==> config.mk <==
export PLATFORM = sky130hd
export DESIGN_NAME = pin_entry_requester_flat
export DESIGN_NICKNAME = d
export VERILOG_FILES = /design/src/rtl/pin_entry_requester_if.sv /design/src/rtl/pin_entry_requester.sv /design/src/flat_wrapper.sv
export SDC_FILE = /design/constraint.sdc
export NUM_CORES = 1
export LEC_CHECK = 0
export CORE_ASPECT_RATIO = 0.9
export CORE_MARGIN = 1.5
export CORE_UTILIZATION = 56
export DETAILED_ROUTE_END_ITERATION = 6
export GPL_TIMING_DRIVEN = 1
export PLACE_DENSITY = 0.82
export SYNTH_ARGS = -nofsm -noshare
export SYNTH_HDL_FRONTEND = slang
export SYNTH_SLANG_ARGS = --single-unit
==> constraint.sdc <==
create_clock -name clk -period 8.7 [get_ports clk]
set_input_delay 2.61 -clock clk [delete_from_list [all_inputs] [get_ports clk]]
set_output_delay 2.61 -clock clk [all_outputs]
set_load 0.01 [all_outputs]
==> src/rtl/pin_entry_requester_if.sv <==
// Authenticator-side bus between the PIN entry requester and the account authenticator.
// The requester drives the request and its operands; the authenticator answers with a result strobe.
interface pin_entry_requester_if;
    logic        auth_req;
    logic [3:0]  acc_num;
    logic [15:0] pin;
    logic        auth_ack;
    logic        acc_found;
    logic        acc_auth;

    modport master (
        output auth_req, acc_num, pin,
        input  auth_ack, acc_found, acc_auth
    );

    modport slave (
        input  auth_req, acc_num, pin,
        output auth_ack, acc_found, acc_auth
    );
endinterface

==> src/rtl/pin_entry_requester.sv <==
// Card-session PIN collector: gathers four BCD keypresses into a binary PIN, asks the
// authenticator once per attempt, and tracks retries, timeouts and card lock.
module pin_entry_requester #(
    parameter int unsigned MAX_TRIES     = 3,
    parameter int unsigned ENTRY_TIMEOUT = 1000,
    parameter int unsigned RESP_TIMEOUT  = 16
) (
    input  logic                   clk,
    input  logic                   rst_n,
    input  logic                   card_valid,
    input  logic [3:0]             acc_num_in,
    input  logic                   digit_valid,
    input  logic [3:0]             digit,
    input  logic                   clear_key,
    input  logic                   cancel,
    pin_entry_requester_if.master  auth,
    output logic                   grant,
    output logic                   deny,
    output logic                   card_locked,
    output logic [1:0]             retries_left,
    output logic [2:0]             digit_count,
    output logic                   busy
);

    localparam int ENT_W = (ENTRY_TIMEOUT > 1) ? $clog2(ENTRY_TIMEOUT) : 1;
    localparam int RSP_W = (RESP_TIMEOUT > 1) ? $clog2(RESP_TIMEOUT) : 1;
    localparam logic [ENT_W-1:0] ENT_LAST = ENT_W'(ENTRY_TIMEOUT - 1);
    localparam logic [RSP_W-1:0] RSP_LAST = RSP_W'(RESP_TIMEOUT - 1);
    localparam logic [1:0]       TRIES    = 2'(MAX_TRIES);

    typedef enum logic [2:0] {
        IDLE, COLLECT, REQUEST, WAIT_RESP, GRANTED, LOCKED
    } state_t;

    state_t           state;
    logic [15:0]      pin_acc;
    logic [ENT_W-1:0] idle_cnt;
    logic [RSP_W-1:0] resp_cnt;

    // Most-significant digit first: each new key shifts the decimal value left one place.
    function automatic logic [15:0] pin_shift(input logic [15:0] acc, input logic [3:0] d);
        return (acc * 16'd10) + {12'd0, d};
    endfunction

    assign busy        = (state != IDLE);
    assign card_locked = (state == LOCKED);

    always_ff @(posedge clk or negedge rst_n) begin
        if (!rst_n) begin
            state         <= IDLE;
            auth.auth_req <= 1'b0;
            auth.acc_num  <= 4'd0;
            auth.pin      <= 16'd0;
            grant         <= 1'b0;
            deny          <= 1'b0;
            retries_left  <= 2'd0;
            digit_count   <= 3'd0;
            pin_acc       <= 16'd0;
            idle_cnt      <= '0;
            resp_cnt      <= '0;
        end else begin
            grant         <= 1'b0;
            deny          <= 1'b0;
            auth.auth_req <= 1'b0;
            case (state)
                IDLE: begin
                    if (card_valid) begin
                        auth.acc_num <= acc_num_in;
                        pin_acc      <= 16'd0;
                        digit_count  <= 3'd0;
                        retries_left <= TRIES;
                        idle_cnt     <= '0;
                        state        <= COLLECT;
                    end
                end
                COLLECT: begin
                    if (cancel || !card_valid) begin
                        pin_acc     <= 16'd0;
                        digit_count <= 3'd0;
                        state       <= IDLE;
                    end else if (clear_key) begin
                        pin_acc     <= 16'd0;
                        digit_count <= 3'd0;
                        idle_cnt    <= '0;
                    end else if (digit_count == 3'd4) begin
                        auth.pin      <= pin_acc;
                        auth.auth_req <= 1'b1;
                        state         <= REQUEST;
                    end else if (digit_valid) begin
                        // Any keypress restarts the idle timer, even a non-BCD one.
                        idle_cnt <= '0;
                        if (digit <= 4'd9) begin
                            pin_acc     <= pin_shift(pin_acc, digit);
                            digit_count <= digit_count + 3'd1;
                        end
                    end else if (idle_cnt == ENT_LAST) begin
                        pin_acc     <= 16'd0;
                        digit_count <= 3'd0;
                        state       <= IDLE;
                    end else begin
                        idle_cnt <= idle_cnt + 1'b1;
                    end
                end
                REQUEST: begin
                    if (cancel || !card_valid) begin
                        auth.pin    <= 16'd0;
                        pin_acc     <= 16'd0;
                        digit_count <= 3'd0;
                        state       <= IDLE;
                    end else begin
                        resp_cnt <= '0;
                        state    <= WAIT_RESP;
                    end
                end
                WAIT_RESP: begin
                    // Abort outranks a same-cycle response so no verdict escapes.
                    if (cancel || !card_valid) begin
                        auth.pin    <= 16'd0;
                        pin_acc     <= 16'd0;
                        digit_count <= 3'd0;
                        state       <= IDLE;
                    end else if (auth.auth_ack) begin
                        auth.pin    <= 16'd0;
                        pin_acc     <= 16'd0;
                        digit_count <= 3'd0;
                        idle_cnt    <= '0;
                        if (auth.acc_found && auth.acc_auth) begin
                            grant <= 1'b1;
                            state <= GRANTED;
                        end else if (!auth.acc_found) begin
                            deny  <= 1'b1;
                            state <= LOCKED;
                        end else begin
                            deny         <= 1'b1;
                            retries_left <= retries_left - 2'd1;
                            state        <= (retries_left == 2'd1) ? LOCKED : COLLECT;
                        end
                    end else if (resp_cnt == RSP_LAST) begin
                        deny        <= 1'b1;
                        auth.pin    <= 16'd0;
                        pin_acc     <= 16'd0;
                        digit_count <= 3'd0;
                        idle_cnt    <= '0;
                        state       <= COLLECT;
                    end else begin
                        resp_cnt <= resp_cnt + 1'b1;
                    end
                end
                GRANTED: if (!card_valid) state <= IDLE;
                LOCKED:  if (!card_valid) state <= IDLE;
                default: state <= IDLE;
            endcase
        end
    end

endmodule

==> src/flat_wrapper.sv <==
// flat-port wrapper written by rule: the top's interface ports become plain ports
module pin_entry_requester_flat 
#(
    parameter int unsigned MAX_TRIES     = 3,
    parameter int unsigned ENTRY_TIMEOUT = 1000,
    parameter int unsigned RESP_TIMEOUT  = 16
)
  (clk, rst_n, card_valid, acc_num_in, digit_valid, digit, clear_key, cancel, grant, deny, card_locked, retries_left, digit_count, busy, auth_auth_req, auth_acc_num, auth_pin, auth_auth_ack, auth_acc_found, auth_acc_auth);
  pin_entry_requester_if auth_i ();
  input  logic clk;
  input  logic rst_n;
  input  logic card_valid;
  input  logic [3:0] acc_num_in;
  input  logic digit_valid;
  input  logic [3:0] digit;
  input  logic clear_key;
  input  logic cancel;
  output logic grant;
  output logic deny;
  output logic card_locked;
  output logic [1:0] retries_left;
  output logic [2:0] digit_count;
  output logic busy;
  output wire logic [$bits(auth_i.auth_req)-1:0] auth_auth_req;
  output wire logic [$bits(auth_i.acc_num)-1:0] auth_acc_num;
  output wire logic [$bits(auth_i.pin)-1:0] auth_pin;
  input wire logic [$bits(auth_i.auth_ack)-1:0] auth_auth_ack;
  input wire logic [$bits(auth_i.acc_found)-1:0] auth_acc_found;
  input wire logic [$bits(auth_i.acc_auth)-1:0] auth_acc_auth;
  assign auth_auth_req = auth_i.auth_req;
  assign auth_acc_num = auth_i.acc_num;
  assign auth_pin = auth_i.pin;
  assign auth_i.auth_ack = auth_auth_ack;
  assign auth_i.acc_found = auth_acc_found;
  assign auth_i.acc_auth = auth_acc_auth;
  pin_entry_requester #(.MAX_TRIES(MAX_TRIES), .ENTRY_TIMEOUT(ENTRY_TIMEOUT), .RESP_TIMEOUT(RESP_TIMEOUT)) u_core (.clk(clk), .rst_n(rst_n), .card_valid(card_valid), .acc_num_in(acc_num_in), .digit_valid(digit_valid), .digit(digit), .clear_key(clear_key), .cancel(cancel), .auth(auth_i), .grant(grant), .deny(deny), .card_locked(card_locked), .retries_left(retries_left), .digit_count(digit_count), .busy(busy));
endmodule
=== Word level (Yosys, flattened, before mapping) ===
Index checks and enable logic that the tools add are counted.

* $add $sub $neg: 5
* Multipliers: 1
* $lt $le $gt $ge: 1
* Equality and inequality tests: 32
* Muxes and demuxes: 76
* Reduce and logical (&&, ||, !) cells: 18

{| class="wikitable"
|+ Operators with widths
! cell !! number
|-
| two-way mux 16 bit || 14
|-
| two-way mux 10 bit || 9
|-
| two-way mux 3 bit || 23
|-
| one-hot mux 16 bit (4 select lines) || 1
|-
| one-hot mux 16 bit (3 select lines) || 1
|-
| one-hot mux 10 bit (3 select lines) || 1
|-
| != test 2 bit, second input constant || 11
|-
| AND reduction 6 bit || 3
|-
| adder 16 x 4 -> 16 bit || 1
|-
| multiplier 16 x 3 -> 15 bit, second input constant || 1
|-
| two-way mux 4 bit || 4
|-
| one-hot mux 3 bit (5 select lines) || 1
|-
| AND reduction 7 bit || 2
|-
| two-way mux 1 bit || 13
|-
| two-way mux 2 bit || 6
|-
| one-hot mux 3 bit (4 select lines) || 1
|-
| adder 10 x 1 -> 10 bit, second input constant || 1
|-
| equality test 10 bit, second input constant || 1
|-
| != test 5 x 3 -> 1 bit, second input constant || 2
|-
| equality test 3 bit, second input constant || 3
|-
| nonzero test 3 bit || 3
|-
| != test 4 x 2 -> 1 bit, second input constant || 2
|-
| one-hot mux 4 bit (2 select lines) || 1
|-
| equality test 3 x 2 -> 1 bit, second input constant || 2
|-
| 23 further kinds || 26
|}

* Register bits: 61
* Output and inout bits: 30

=== Depth between registers and ports, before layout ===
Gate-level depths: netlist of the first run.

* Depth in word-level cells: 8
* Gate-level depth with buffers: 10
* Depth with buffers taken out: 10

=== Least setup slack after synthesis of the first run ===
No wires, ideal clock.

* Path type: input -> register
* From: input digit[1]
* To: register u_core.pin_acc[13]
* Arrival time: 4.220 ns
* Data required time: 8.604 ns
* Setup slack: 4.384 ns
* Stages: 9
* Path buffers: 0
* Path through: ha_1 -> fa_1 -> a21o_1 -> and4b_1 -> nor2b_1 -> nand4_1 -> nor3_1 -> xor2_1 -> o31ai_1

* Word-level cells in the longest chain between the ends: 7
* Elaborated cells on any way between the ends: 10
* Classes of those cells: 1 x add/sub; 1 x order compare; 1 x eq/ne; 6 x mux; 1 x reduce/logical

{| class="wikitable"
|+ RTL lines
! element !! RTL line !! text
|-
| from (decl) || flat_wrapper.sv:15 || <nowiki>input logic [3:0] digit;</nowiki>
|-
| adder 16 x 4 -> 16 bit || pin_entry_requester.sv:42 || <nowiki>return (acc * 16'd10) + {12'd0, d};</nowiki>
|-
| two-way mux 16 bit || pin_entry_requester.sv:92 || <nowiki>if (digit <= 4'd9) begin</nowiki>
|-
| two-way mux 16 bit || pin_entry_requester.sv:89 || <nowiki>end else if (digit_valid) begin</nowiki>
|-
| two-way mux 16 bit || pin_entry_requester.sv:85 || <nowiki>end else if (digit_count == 3'd4) begin</nowiki>
|-
| two-way mux 16 bit || pin_entry_requester.sv:81 || <nowiki>end else if (clear_key) begin</nowiki>
|-
| two-way mux 16 bit || pin_entry_requester.sv:77 || <nowiki>if (cancel || !card_valid) begin</nowiki>
|-
| one-hot mux 16 bit (4 select lines) || pin_entry_requester.sv:65 || <nowiki>case (state)</nowiki>
|-
| to (signal assigned) || pin_entry_requester.sv:93 || <nowiki>pin_acc <= pin_shift(pin_acc, digit);</nowiki>
|-
| to (decl) || pin_entry_requester.sv:36 || <nowiki>logic [15:0] pin_acc;</nowiki>
|}

Parallel ways exist; a longest one is shown, timed or not. The select of a mux whose other input is x is not followed.
A chain may end at the register's enable or synchronous reset.

=== Worst setup path after layout of the first run ===
* From: input card_valid
* To: register u_core.digit_count[0]

* Word-level cells in the longest chain between the ends: 4
* Elaborated cells on any way between the ends: 12
* Classes of those cells: 6 x eq/ne; 3 x mux; 3 x reduce/logical

{| class="wikitable"
|+ RTL lines
! element !! RTL line !! text
|-
| from (decl) || flat_wrapper.sv:12 || <nowiki>input logic card_valid;</nowiki>
|-
| zero test 1 bit || pin_entry_requester.sv:77, pin_entry_requester.sv:105, pin_entry_requester.sv:117 ||
|-
| logical OR 1 bit || pin_entry_requester.sv:77, pin_entry_requester.sv:105, pin_entry_requester.sv:117 ||
|-
| != test 5 x 3 -> 1 bit (no source line), or another cell as far along || - ||
|-
| AND reduction 7 bit (no source line) or one-hot mux 3 bit (4 select lines) (tied branches) || - ||
|-
| to (signal assigned) || pin_entry_requester.sv:94 || <nowiki>digit_count <= digit_count + 3'd1;</nowiki>
|-
| to (decl) || pin_entry_requester.sv:21 || <nowiki>output logic [2:0] digit_count,</nowiki>
|}

Parallel ways exist; a longest one is shown, timed or not.

==> metrics.md, run 1 <==
| Metric | Value |
|---|---|
| CTS sink cnt | `61` |
| Pin count of the biggest net entering global routing | `62` |
| Hold_buf cts | `0` |
| CP Capture Type | `flop` |
| Worst Path Arrival | `5.37 ns` |
| Period minus WS final | `5.10 ns` |
| Layout cells sized above 1 | `6.62%` |
| Number of synthesized flops with an enable pin | `0` |
| Synth Instances | `425` |
| Fin Hold WS | `0.476 ns` |
| Peak VDD IR | `80.8 µV` |
| H-tree levels | `3` |
| Most frequent cells in the layout | `dfrtp_1 (61), clkdlybuf4s50_1 (45), o21ai_0 (40)` |
| Layout area overhead | `16.9%` |
| Slew Limit Fails | `0` |
| GPL Wtd Cong | `0.904` |
| Synth top area share | `38.4%` |
| Yosys reg bits | `61` |
| # DRC | `0` |
| Clock tree from TritonCTS | `built` |
| FMAX | `196 MHz` |
| P_leak | `2.09 nW` |
| Mapped Area | `0.00398 mm²` |
| Via count | `3420` |
| Final wirelength | `9040 µm` |
| Overflow after GRT | `0` |
| WP data required | `8.97 ns` |
| Post-CTS Resized | `0` |
| PortBufs | `46` |
| Worst min path class | `reg -> reg` |
| Unrepaired setup endpoints after global routing | `no` |
| Die H | `82.9 µm` |
| Clock latency on the worst-skew pair | `0.33 ns` |
| 1st-iter DRT viols | `192` |
| Tot GR Track Use | `25.1%` |
| Post-CTS setup buffers | `0` |
| Die area | `0.00761 mm²` |
| Synth area leaders | `dfrtp_1 (38%), ha_1 (9.8%), o21ai_0 (5.0%)` |
| Inserted Diodes | `0` |
| Most common cell after layout, fill and taps aside | `dfrtp_1` |
| Async SR Flop Fraction | `100%` |
| Largest fanout on the critical path | `33` |
| Placed cell area | `0.00448 mm²` |
| Vias in the first global route | `3291` |
| Initial antenna violation count | `0` |
| CTS clk-pin slew, worst paths | `0.06 ns` |
| Core Box Area | `0.00673 mm²` |
| Die W | `91.8 µm` |
| Routed length per placed instance | `16.2 µm` |
| Post-Layout Inst Area | `0.00465 mm²` |
| Post-layout util | `69.1%` |
| First-pass GRT wire length | `15500 µm` |
| Initial Util | `59.1%` |
| Post-DR vias/cell | `6.13` |
| Synth Area per Inst | `9.35 µm²` |
| Final Hold Viols | `0` |
| Sequential fraction of the synthesis area | `38.4%` |
| Ports | `47` |
| # Max-Cap Violations | `0` |
| Clock Path Buffers | `2` |
| Slew HR | `28.0%` |
| Top FF cell, synth | `dfrtp_1` |
| Netlist cell types | `62` |
| Element type at the critical path start | `input port` |
| Syn Nets | `475` |
| Status | `complete, no violations` |
| ANT nets after route | `0` |
| Cell type with the largest total area after synthesis | `dfrtp_1` |
| Synth Warn # | `0` |
| Fillcell total | `539` |
| Row cnt | `28` |
| Worst Max-Slew Pin Slew | `1.08 ns` |
| Power Dens Cells | `132 mW/mm²` |
| Fin Setup TNS | `0 ns` |
| # setup viols final | `0` |
| Fin crit share | `58.7%` |
| CTS buffer count | `9` |
| Final HPWL DP | `6600 µm` |
| 1st-pass router iterations | `5` |
| Kind of critical path | `in -> reg` |
| Clock Skews | `0.00386 ns` |
| Root Driver | `clkbuf_8` |
| Final #Nets | `515` |
-- layer usage --
metal | wire length [µm] | GRT usage, % | up-vias | part of all wire, %
met5 | 0 | 0 | - | 0
met4 | 162 | 8.81 | 0 | 1.8
met3 | 563 | 5.59 | 18 | 6.2
met2 | 4230 | 39.6 | 108 | 47
li1 | - | - | 1639 | -
met1 | 4080 | 34.3 | 1655 | 45
-- state kept, by name (all words and copies together) (netlist names), 2 cells and up --
signal / flops
u_core.auth.pin: 16
u_core.pin_acc: 16
u_core.idle_cnt: 10
u_core.auth.acc_num: 4
u_core.resp_cnt: 4
u_core.digit_count: 3
u_core.state: 3
u_core.retries_left: 2
-- final timing paths --
path / startpoint / end / slack [ns] / cells after the start
worst max-delay path: card_valid / u_core.digit_count[0]$_DFFE_PN0P_ / 3.60 / 7
worst min-delay path: u_core.pin_acc[15]$_DFFE_PN0P_ / u_core.pin_acc[15]$_DFFE_PN0P_ / 0.48 / 2
worst max register to register: u_core.pin_acc[1]$_DFFE_PN0P_ / u_core.pin_acc[15]$_DFFE_PN0P_ / 5.33 / 10
worst min register to register: u_core.pin_acc[15]$_DFFE_PN0P_ / u_core.pin_acc[15]$_DFFE_PN0P_ / 0.48 / 2
max in group asynchronous: rst_n / u_core.auth.pin[14]$_DFFE_PN0P_ / 5.74 / 2
min in group asynchronous: rst_n / u_core.grant$_DFF_PN0_ / 2.45 / 2
-- area by class of cell --
| type | count | area (µm²) | share of cell area [%] |
|---|---|---|---|
| clock buffer | 12 | 155 | 3.34 |
| inverter | 27 | 101 | 2.18 |
| multi-input combinational | 319 | 2280 | 49.0 |
| timing repair buffer | 47 | 463 | 9.96 |
| clock inverter | 2 | 10.0 | 0.215 |
| sequential | 61 | 1530 | 32.9 |
| tap | 90 | 113 | 2.42 |
-- cell usage after synthesis, types with 5 or more instances --
library cell,count
dfrtp_1,61
o21ai_0,40
ha_1,31
nand3_1,29
nand2_1,28
inv_1,27
nor2_1,21
nand2b_1,12
xnor2_1,12
a21oi_1,11
a22o_1,11
and3_1,11
clkbuf_1,11
o21ai_1,9
o31ai_1,9
xor2_1,8
a31oi_1,6
mux2_2,6
nor2b_1,6
nor3_1,5
-- logic make-up after synthesis --
logic type | count (synthesis) | synth area share [%]
buffers and inverters | 45 | 4.38
adder cells (fa/ha/maj) | 33 | 10.8
XOR/XNOR | 21 | 4.97
multiplexers | 7 | 1.95
AO/OA/AOI/OAI | 119 | 20.4
AND/OR/NAND/NOR | 139 | 19.1
flip-flops | 61 | 38.4
-- report_power, final --
| part | switching, mW | total, mW | leakage, nW | internal [mW] |
|---|---|---|---|---|
| combinational | 0.0445 | 0.0871 | 1.19 | 0.0426 |
| sequential | 0.0121 | 0.308 | 0.812 | 0.296 |
| clock | 0.102 | 0.217 | 0.0881 | 0.115 |
-- through the flow --
stage,std cells,setup WS [ns],total power [mW]
2_1_floorplan,425,4.38,0.358
3_3_place_gp,544,3.40,0.396
3_5_place_dp,544,3.28,0.400
4_1_cts,558,3.62,0.616
5_1_grt,558,3.39,0.643
6_report,558,3.60,0.612
-- worst max-delay path, stage by stage --
cell	delay, ns
clkdlybuf4s50_1	0.51
nor2b_1	0.26
and3_1	0.25
a2111oi_4	0.36
nand3_2	0.52
nor2_1	0.60
mux2_2	0.25
No activity file was read; power rests on OpenSTA's default activity.
==> inputs of run 2 (changes only) <==
Clock period 8.7 ns to 4.75 ns, I/O delays scaled along.
==> metrics.md, run 2 (synthesized netlist as in run 1, its figures left out) <==
| Metric | Value |
|---|---|
| Pin count of the biggest net entering global routing | `34 (-45%)` |
| Initial Util | `59.1% (unchanged)` |
| Hold_buf cts | `0 (unchanged)` |
| Peak VDD IR | `207 µV (+160%)` |
| Post-DR vias/cell | `5.94 (-3.0%)` |
| Core Box Area | `0.00673 mm² (unchanged)` |
| # setup viols final | `0 (unchanged)` |
| Routed length per placed instance | `15.3 µm (-5.5%)` |
| Die H | `82.9 µm (unchanged)` |
| CTS sink cnt | `61 (unchanged)` |
| Post-Layout Inst Area | `0.00470 mm² (+1.2%)` |
| Root Driver | `clkbuf_8` |
| Final #Nets | `518 (+0.58%)` |
| # Max-Cap Violations | `0 (unchanged)` |
| Kind of critical path | `in -> reg` |
| Unrepaired setup endpoints after global routing | `no` |
| Vias in the first global route | `3224 (-2.0%)` |
| Fin crit share | `76.7%` |
| Period minus WS final | `3.65 ns` |
| Fin Setup TNS | `0 ns (unchanged)` |
| Via count | `3340 (-2.3%)` |
| Final HPWL DP | `6310 µm (-4.4%)` |
| Power Dens Cells | `252 mW/mm² (+91%)` |
| Post-CTS Resized | `0 (unchanged)` |
| Most frequent cells in the layout | `dfrtp_1 (61), clkdlybuf4s50_1 (45), o21ai_0 (40)` |
| Ports | `47 (unchanged)` |
| Tot GR Track Use | `24.5% (-0.63 points)` |
| Comb power frac | `14.0% (-0.2 points)` |
| Slew HR | `52.2% (+24 points)` |
| Most common cell after layout, fill and taps aside | `dfrtp_1` |
| Clock Skews | `0.0144 ns (+0.0106 ns)` |
| Inserted Diodes | `0 (unchanged)` |
| Reg2reg start | `u_core.pin_acc[1]$_DFFE_PN0P_` |
| Clk pwr share | `39.0% (+3.6 points)` |
| ANT nets after route | `0 (unchanged)` |
| Status | `complete, no violations` |
| Clock Path Buffers | `2 (unchanged)` |
| Placed cell area | `0.00450 mm² (+0.50%)` |
| CTS clk-pin slew, worst paths | `0.07 ns (about the same)` |
| Row cnt | `28 (unchanged)` |
| Initial antenna violation count | `0 (unchanged)` |
| 1st-pass router iterations | `4 (-1)` |
| PortBufs | `46 (unchanged)` |
| CP cell instances | `clkdlybuf4s50_1 > nor2b_1 > and3_1 > o211ai_1 > nand3_2 > nor2_1 > mux2_2` |
| Power Internal | `0.889 mW (+96%)` |
| Post-CTS setup buffers | `0 (unchanged)` |
| Worst min path class | `reg -> reg` |
| Critical path's slowest cell | `clkdlybuf4s50_1` |
| Worst Path Arrival | `3.86 ns (-1.51 ns)` |
| FMAX | `274 MHz` |
| Regs by FF count | `u_core.auth.pin x16, u_core.pin_acc x16, u_core.idle_cnt x10` |
| Final wirelength | `8610 µm (-4.8%)` |
| Sw Share | `25.1% (-0.87 points)` |
| CP startpoint | `card_valid` |
| Overflow after GRT | `0 (unchanged)` |
| Clock tree from TritonCTS | `built` |
| P_leak | `2.12 nW (+1.4%)` |
| First-pass GRT wire length | `15200 µm (-1.8%)` |
| WP data required | `4.96 ns (-4.01 ns)` |
| Fillcell total | `506 (-6.1%)` |
| Final Hold Viols | `0 (unchanged)` |
| Met3 usage | `4.85% (-0.73 points)` |
| Worst path max stage delay | `0.57 ns (-0.03 ns)` |
| Element type at the critical path start | `input port` |
| Layout area overhead | `18.3%` |
| Slew Limit Fails | `0 (unchanged)` |
| Clock latency on the worst-skew pair | `0.34 ns (about the same)` |
| Power Total | `1.19 mW (+94%)` |
| GRT Max-Usage Layer | `met2` |
| GPL Wtd Cong | `0.856 (-5.3%)` |
| H-tree levels | `3 (unchanged)` |
| Largest fanout on the critical path | `18 (-45%)` |
| Sw power | `0.297 mW (+87%)` |
| Worst Min Path Start | `u_core.idle_cnt[8]$_DFFE_PN0P_` |
| # DRC | `0 (unchanged)` |
| Worst Max-Slew Pin Slew | `0.717 ns (-0.358 ns)` |
| Met2 GRT Util | `37.0% (-2.5 points)` |
| Die area | `0.00761 mm² (unchanged)` |
| Seq pwr share | `47.0% (-3.3 points)` |
| CP Capture Type | `flop` |
| 1st-iter DRT viols | `235 (+22%)` |
| Die W | `91.8 µm (unchanged)` |
| CTS buffer count | `9 (unchanged)` |
| Met1 Track Usage GR | `35.6% (+1.4 points)` |
| Layout cells sized above 1 | `7.63% (+1.0 points)` |
==> run 2: power by group through the flow <==
stage	clock network (mW)	logic [mW]	registers, mW
6_report	0.463	0.166	0.558
5_1_grt	0.492	0.183	0.561
4_1_cts	0.466	0.167	0.558
3_5_place_dp	0	0.165	0.567
3_3_place_gp	0	0.162	0.566
2_1_floorplan	0	0.0815	0.573
==> run 2: cell type report <==
| type | instances | area (µm²) | area share [%] |
|---|---|---|---|
| Clock inverter | 4 | 47.5 | 1.01 |
| Timing Repair Buffer | 50 | 485 | 10.3 |
| Tap cell | 90 | 113 | 2.39 |
| Multi-Input combinational cell | 319 | 2280 | 48.4 |
| Inverter | 27 | 101 | 2.16 |
| Sequential cell | 61 | 1530 | 32.5 |
| Clock buffer | 11 | 151 | 3.22 |
==> run 2: layer usage <==
metal	routed length [µm]	part of all wire, %
met1	4250	49
met5	0	0
met3	366	4.3
met4	77	0.89
met2	3920	45
==> run 2: critical path: cells and delay by family <==
family | cells | cell delay (ns)
and+or+nand+nor | 4 | 1.32
AOI/OAI and AO/OA | 1 | 0.22
buffers and inverters | 1 | 0.57
muxes | 1 | 0.31
==> run 2: metrics by stage <==
stage,instances,worst slack [ns],util [%],hold slack [ns]
after detailed placement,547,0.820,66.9,0.465
after floorplan,425,1.62,-,0.437
final,562,1.10,69.9,0.488
after global routing,562,0.891,69.9,0.514
after CTS,562,1.12,69.9,0.483
after global placement,547,0.851,66.9,0.454
==> run 2: final timing paths <==
kind | to | slack, ns | cells past startpoint
min in group asynchronous | u_core.retries_left[1]$_DFFE_PN0P_ | 1.13 | 1
hold / removal | u_core.idle_cnt[8]$_DFFE_PN0P_ | 0.49 | 1
max in group asynchronous | u_core.pin_acc[12]$_DFFE_PN0P_ | 2.77 | 2
setup / recovery | u_core.digit_count[0]$_DFFE_PN0P_ | 1.10 | 7
setup reg to reg | u_core.pin_acc[15]$_DFFE_PN0P_ | 1.45 | 10
hold reg to reg | u_core.idle_cnt[8]$_DFFE_PN0P_ | 0.49 | 1
==> inputs of run 3 (changes only) <==
Settings changed: CORE_UTILIZATION 56 to 51, PLACE_DENSITY 0.82 to 0.79.
Clock period 4.75 ns to 3.2 ns, I/O delays scaled along.
==> metrics.md, run 3 (synthesized netlist as in run 1, its figures left out) <==
| Metric | Value |
|---|---|
| Status | `complete, no violations` |
| Die H | `86.8 µm (+4.6%)` |
| CP cell instances | `ha_1 > ha_1 > fa_1 > a211oi_2 > o21ai_1 > a311oi_2 > xnor2_1 > nor4_1 > mux2i_1 > nand2_1` |
| Final HPWL DP | `6780 µm (+7.5%)` |
| Clock tree from TritonCTS | `built` |
| Root Driver | `clkbuf_8` |
| CTS sink cnt | `61 (unchanged)` |
| Most frequent cells in the layout | `dfrtp_1 (61), clkdlybuf4s50_1 (45), o21ai_0 (40)` |
| Reg2reg start | `u_core.pin_acc[1]$_DFFE_PN0P_` |
| Die W | `96.1 µm (+4.6%)` |
| CP Capture Type | `flop` |
| Die area | `0.00833 mm² (+9.5%)` |
| Final wirelength | `9330 µm (+8.4%)` |
| Hold_buf cts | `0 (unchanged)` |
| Worst Path Arrival | `3.27 ns (-0.59 ns)` |
| Overflow after GRT | `0 (unchanged)` |
| FMAX | `328 MHz` |
| Fin crit share | `95.4%` |
| Vias in the first global route | `3318 (+2.9%)` |
| Worst Max-Slew Pin Slew | `0.756 ns (+0.0386 ns)` |
| Slew HR | `49.6% (-2.6 points)` |
| Worst Min Path Start | `u_core.idle_cnt[9]$_DFFE_PN0P_` |
| Fin Setup TNS | `0 ns (unchanged)` |
| ANT nets after route | `0 (unchanged)` |
| Initial Util | `52.7% (-6.4 points)` |
| Worst path max stage delay | `0.41 ns (-0.16 ns)` |
| Clock Skews | `0.00939 ns (-0.00505 ns)` |
| Power Dens Cells | `392 mW/mm² (+55%)` |
| Top delay family on crit path | `adder cells` |
| 1st-iter DRT viols | `172 (-27%)` |
| Crit path buffers/inverters | `0 (-1)` |
| Period minus WS final | `3.05 ns` |
| Fillcell total | `591 (+17%)` |
| Post-Layout Inst Area | `0.00490 mm² (+4.2%)` |
| CTS buffer count | `9 (unchanged)` |
| Critical path's slowest cell | `fa_1` |
| Post-route non-filler standard cell count | `587 (+4.4%)` |
| # DRC | `0 (unchanged)` |
| PortBufs | `46 (unchanged)` |
| # Max-Cap Violations | `0 (unchanged)` |
| Final #Nets | `536 (+3.5%)` |
| Clock latency on the worst-skew pair | `0.34 ns (about the same)` |
| Element type at the critical path start | `flop` |
| Power Internal | `1.47 mW (+66%)` |
| Core Box Area | `0.00754 mm² (+12%)` |
| Sw power | `0.449 mW (+51%)` |
| Via count | `3458 (+3.5%)` |
| Final Hold Viols | `0 (unchanged)` |
| Ports | `47 (unchanged)` |
| Regs by FF count | `u_core.auth.pin x16, u_core.pin_acc x16, u_core.idle_cnt x10` |
| Dpl cells | `570 (+4.2%)` |
| Placed cell area | `0.00464 mm² (+3.0%)` |
| Row cnt | `30 (+7.1%)` |
| Tot GR Track Use | `23.8% (-0.75 points)` |
| Initial antenna violation count | `0 (unchanged)` |
| # setup viols final | `0 (unchanged)` |
| Seq pwr share | `43.3% (-3.7 points)` |
| Inserted Diodes | `0 (unchanged)` |
| Pin count of the biggest net entering global routing | `62 (+82%)` |
| Worst min path class | `reg -> reg` |
| Sw Share | `23.4% (-1.7 points)` |
| Routed length per placed instance | `15.9 µm (+3.8%)` |
| Reg-to-reg slack, setup | `0.15 ns (-1.30 ns)` |
| Peak VDD IR | `181 µV (-12%)` |
| GPL Wtd Cong | `0.837 (-2.2%)` |
| H-tree levels | `3 (unchanged)` |
| 1st-pass router iterations | `5 (+1)` |
| Layout cells sized above 1 | `11.0% (+3.4 points)` |
| Post-DR vias/cell | `5.89 (-0.88%)` |
| Most common cell after layout, fill and taps aside | `dfrtp_1` |
| Largest fanout on the critical path | `2 (-16)` |
| Cell mode on critical path | `ha_1` |
| First-pass GRT wire length | `15400 µm (+1.5%)` |
| Post-layout util | `64.9% (-5.0 points)` |
| Comb power frac | `13.4% (-0.6 points)` |
| Slew Limit Fails | `0 (unchanged)` |
| CTS clk-pin slew, worst paths | `0.07 ns (about the same)` |
| CP startpoint | `u_core.pin_acc[1]$_DFFE_PN0P_` |
| P_leak | `2.23 nW (+5.2%)` |
| WP data required | `3.42 ns (-1.54 ns)` |
| Layout area overhead | `23.2%` |
| Clk pwr share | `43.3% (+4.3 points)` |
| Kind of critical path | `reg -> reg` |
| Clock Path Buffers | `2 (unchanged)` |
==> run 3: cell types whose count changed in the layout (fill, tap and decap cells not counted) <==
| cell | delta |
|---|---|
| a211oi_4 | +1 |
| buf_4 | +18 |
| bufinv_16 | +2 |
| clkbuf_1 | +2 |
| clkinv_2 | -1 |
| clkinvlp_4 | -1 |
| a211oi_1 | -1 |
| clkbuf_8 | -1 |
==> run 3: metal layers <==
metal  wire length, µm  part of all wire (%)  global-route usage (%)  up-vias
met5                 0                     0                       0        -
met4               134                   1.4                    7.09        0
met3               477                   5.1                    5.00       14
met2              4340                    47                    37.2      104
met1              4380                    47                    33.0     1659
li1                  -                     -                       -     1681
==> run 3: path summary, 6_finish.rpt <==
kind | endpoint | cells after the start
worst max-delay path | u_core.pin_acc[15]$_DFFE_PN0P_ | 10
worst min-delay path | u_core.idle_cnt[9]$_DFFE_PN0P_ | 1
worst max register to register | u_core.pin_acc[15]$_DFFE_PN0P_ | 10
worst min register to register | u_core.idle_cnt[9]$_DFFE_PN0P_ | 1
max in group asynchronous | u_core.pin_acc[10]$_DFFE_PN0P_ | 2
min in group asynchronous | u_core.auth.pin[11]$_DFFE_PN0P_ | 2
==> run 3: worst register-to-register path: stages, from the launching register on <==
cell and delay, ns:
dfrtp_1 0.38, ha_1 0.30, ha_1 0.24, fa_1 0.41, a211oi_2 0.29, o21ai_1 0.17
a311oi_2 0.29, xnor2_1 0.15, nor4_1 0.39, mux2i_1 0.25, nand2_1 0.07
==> run 3: final cells by class <==
type | instances | area [µm²] | area share (%)
Tap cell | 96 | 120 | 2.45
Clock buffer | 12 | 145 | 2.96
Inverter | 27 | 101 | 2.07
Timing Repair Buffer | 68 | 621 | 12.7
Sequential cell | 61 | 1530 | 31.2
Multi-Input combinational cell | 319 | 2290 | 46.7
Clock inverter | 4 | 95.1 | 1.94
==> run 3: through the flow <==
step / worst slack, ns / hold WS [ns] / total power, mW
global placement: 0.0269 / 0.453 / 1.09
CTS: 0.0901 / 0.480 / 1.93
global route: -0.0144 / 0.491 / 2.00
finish: 0.147 / 0.483 / 1.92
floorplan: 0.325 / 0.437 / 0.972
detailed placement: -0.0634 / 0.470 / 1.10
==> run 3: what timing repair did <==
action / 4_1_cts / 5_1_grt
setup buffers: 0 / 1
endpoints found under the setup margin: 0 / 1
gates resized for setup: 0 / 2
endpoints found under the hold margin: 0 / 0
==> run 3: power by group through the flow <==
| stage | Sequential (mW) | Clock [mW] | Combinational, mW |
|---|---|---|---|
| 3_5_place_dp | 0.846 | 0 | 0.255 |
| 5_1_grt | 0.836 | 0.877 | 0.284 |
| 6_report | 0.832 | 0.831 | 0.258 |
| 2_1_floorplan | 0.851 | 0 | 0.121 |
| 3_3_place_gp | 0.844 | 0 | 0.249 |
| 4_1_cts | 0.832 | 0.842 | 0.258 |
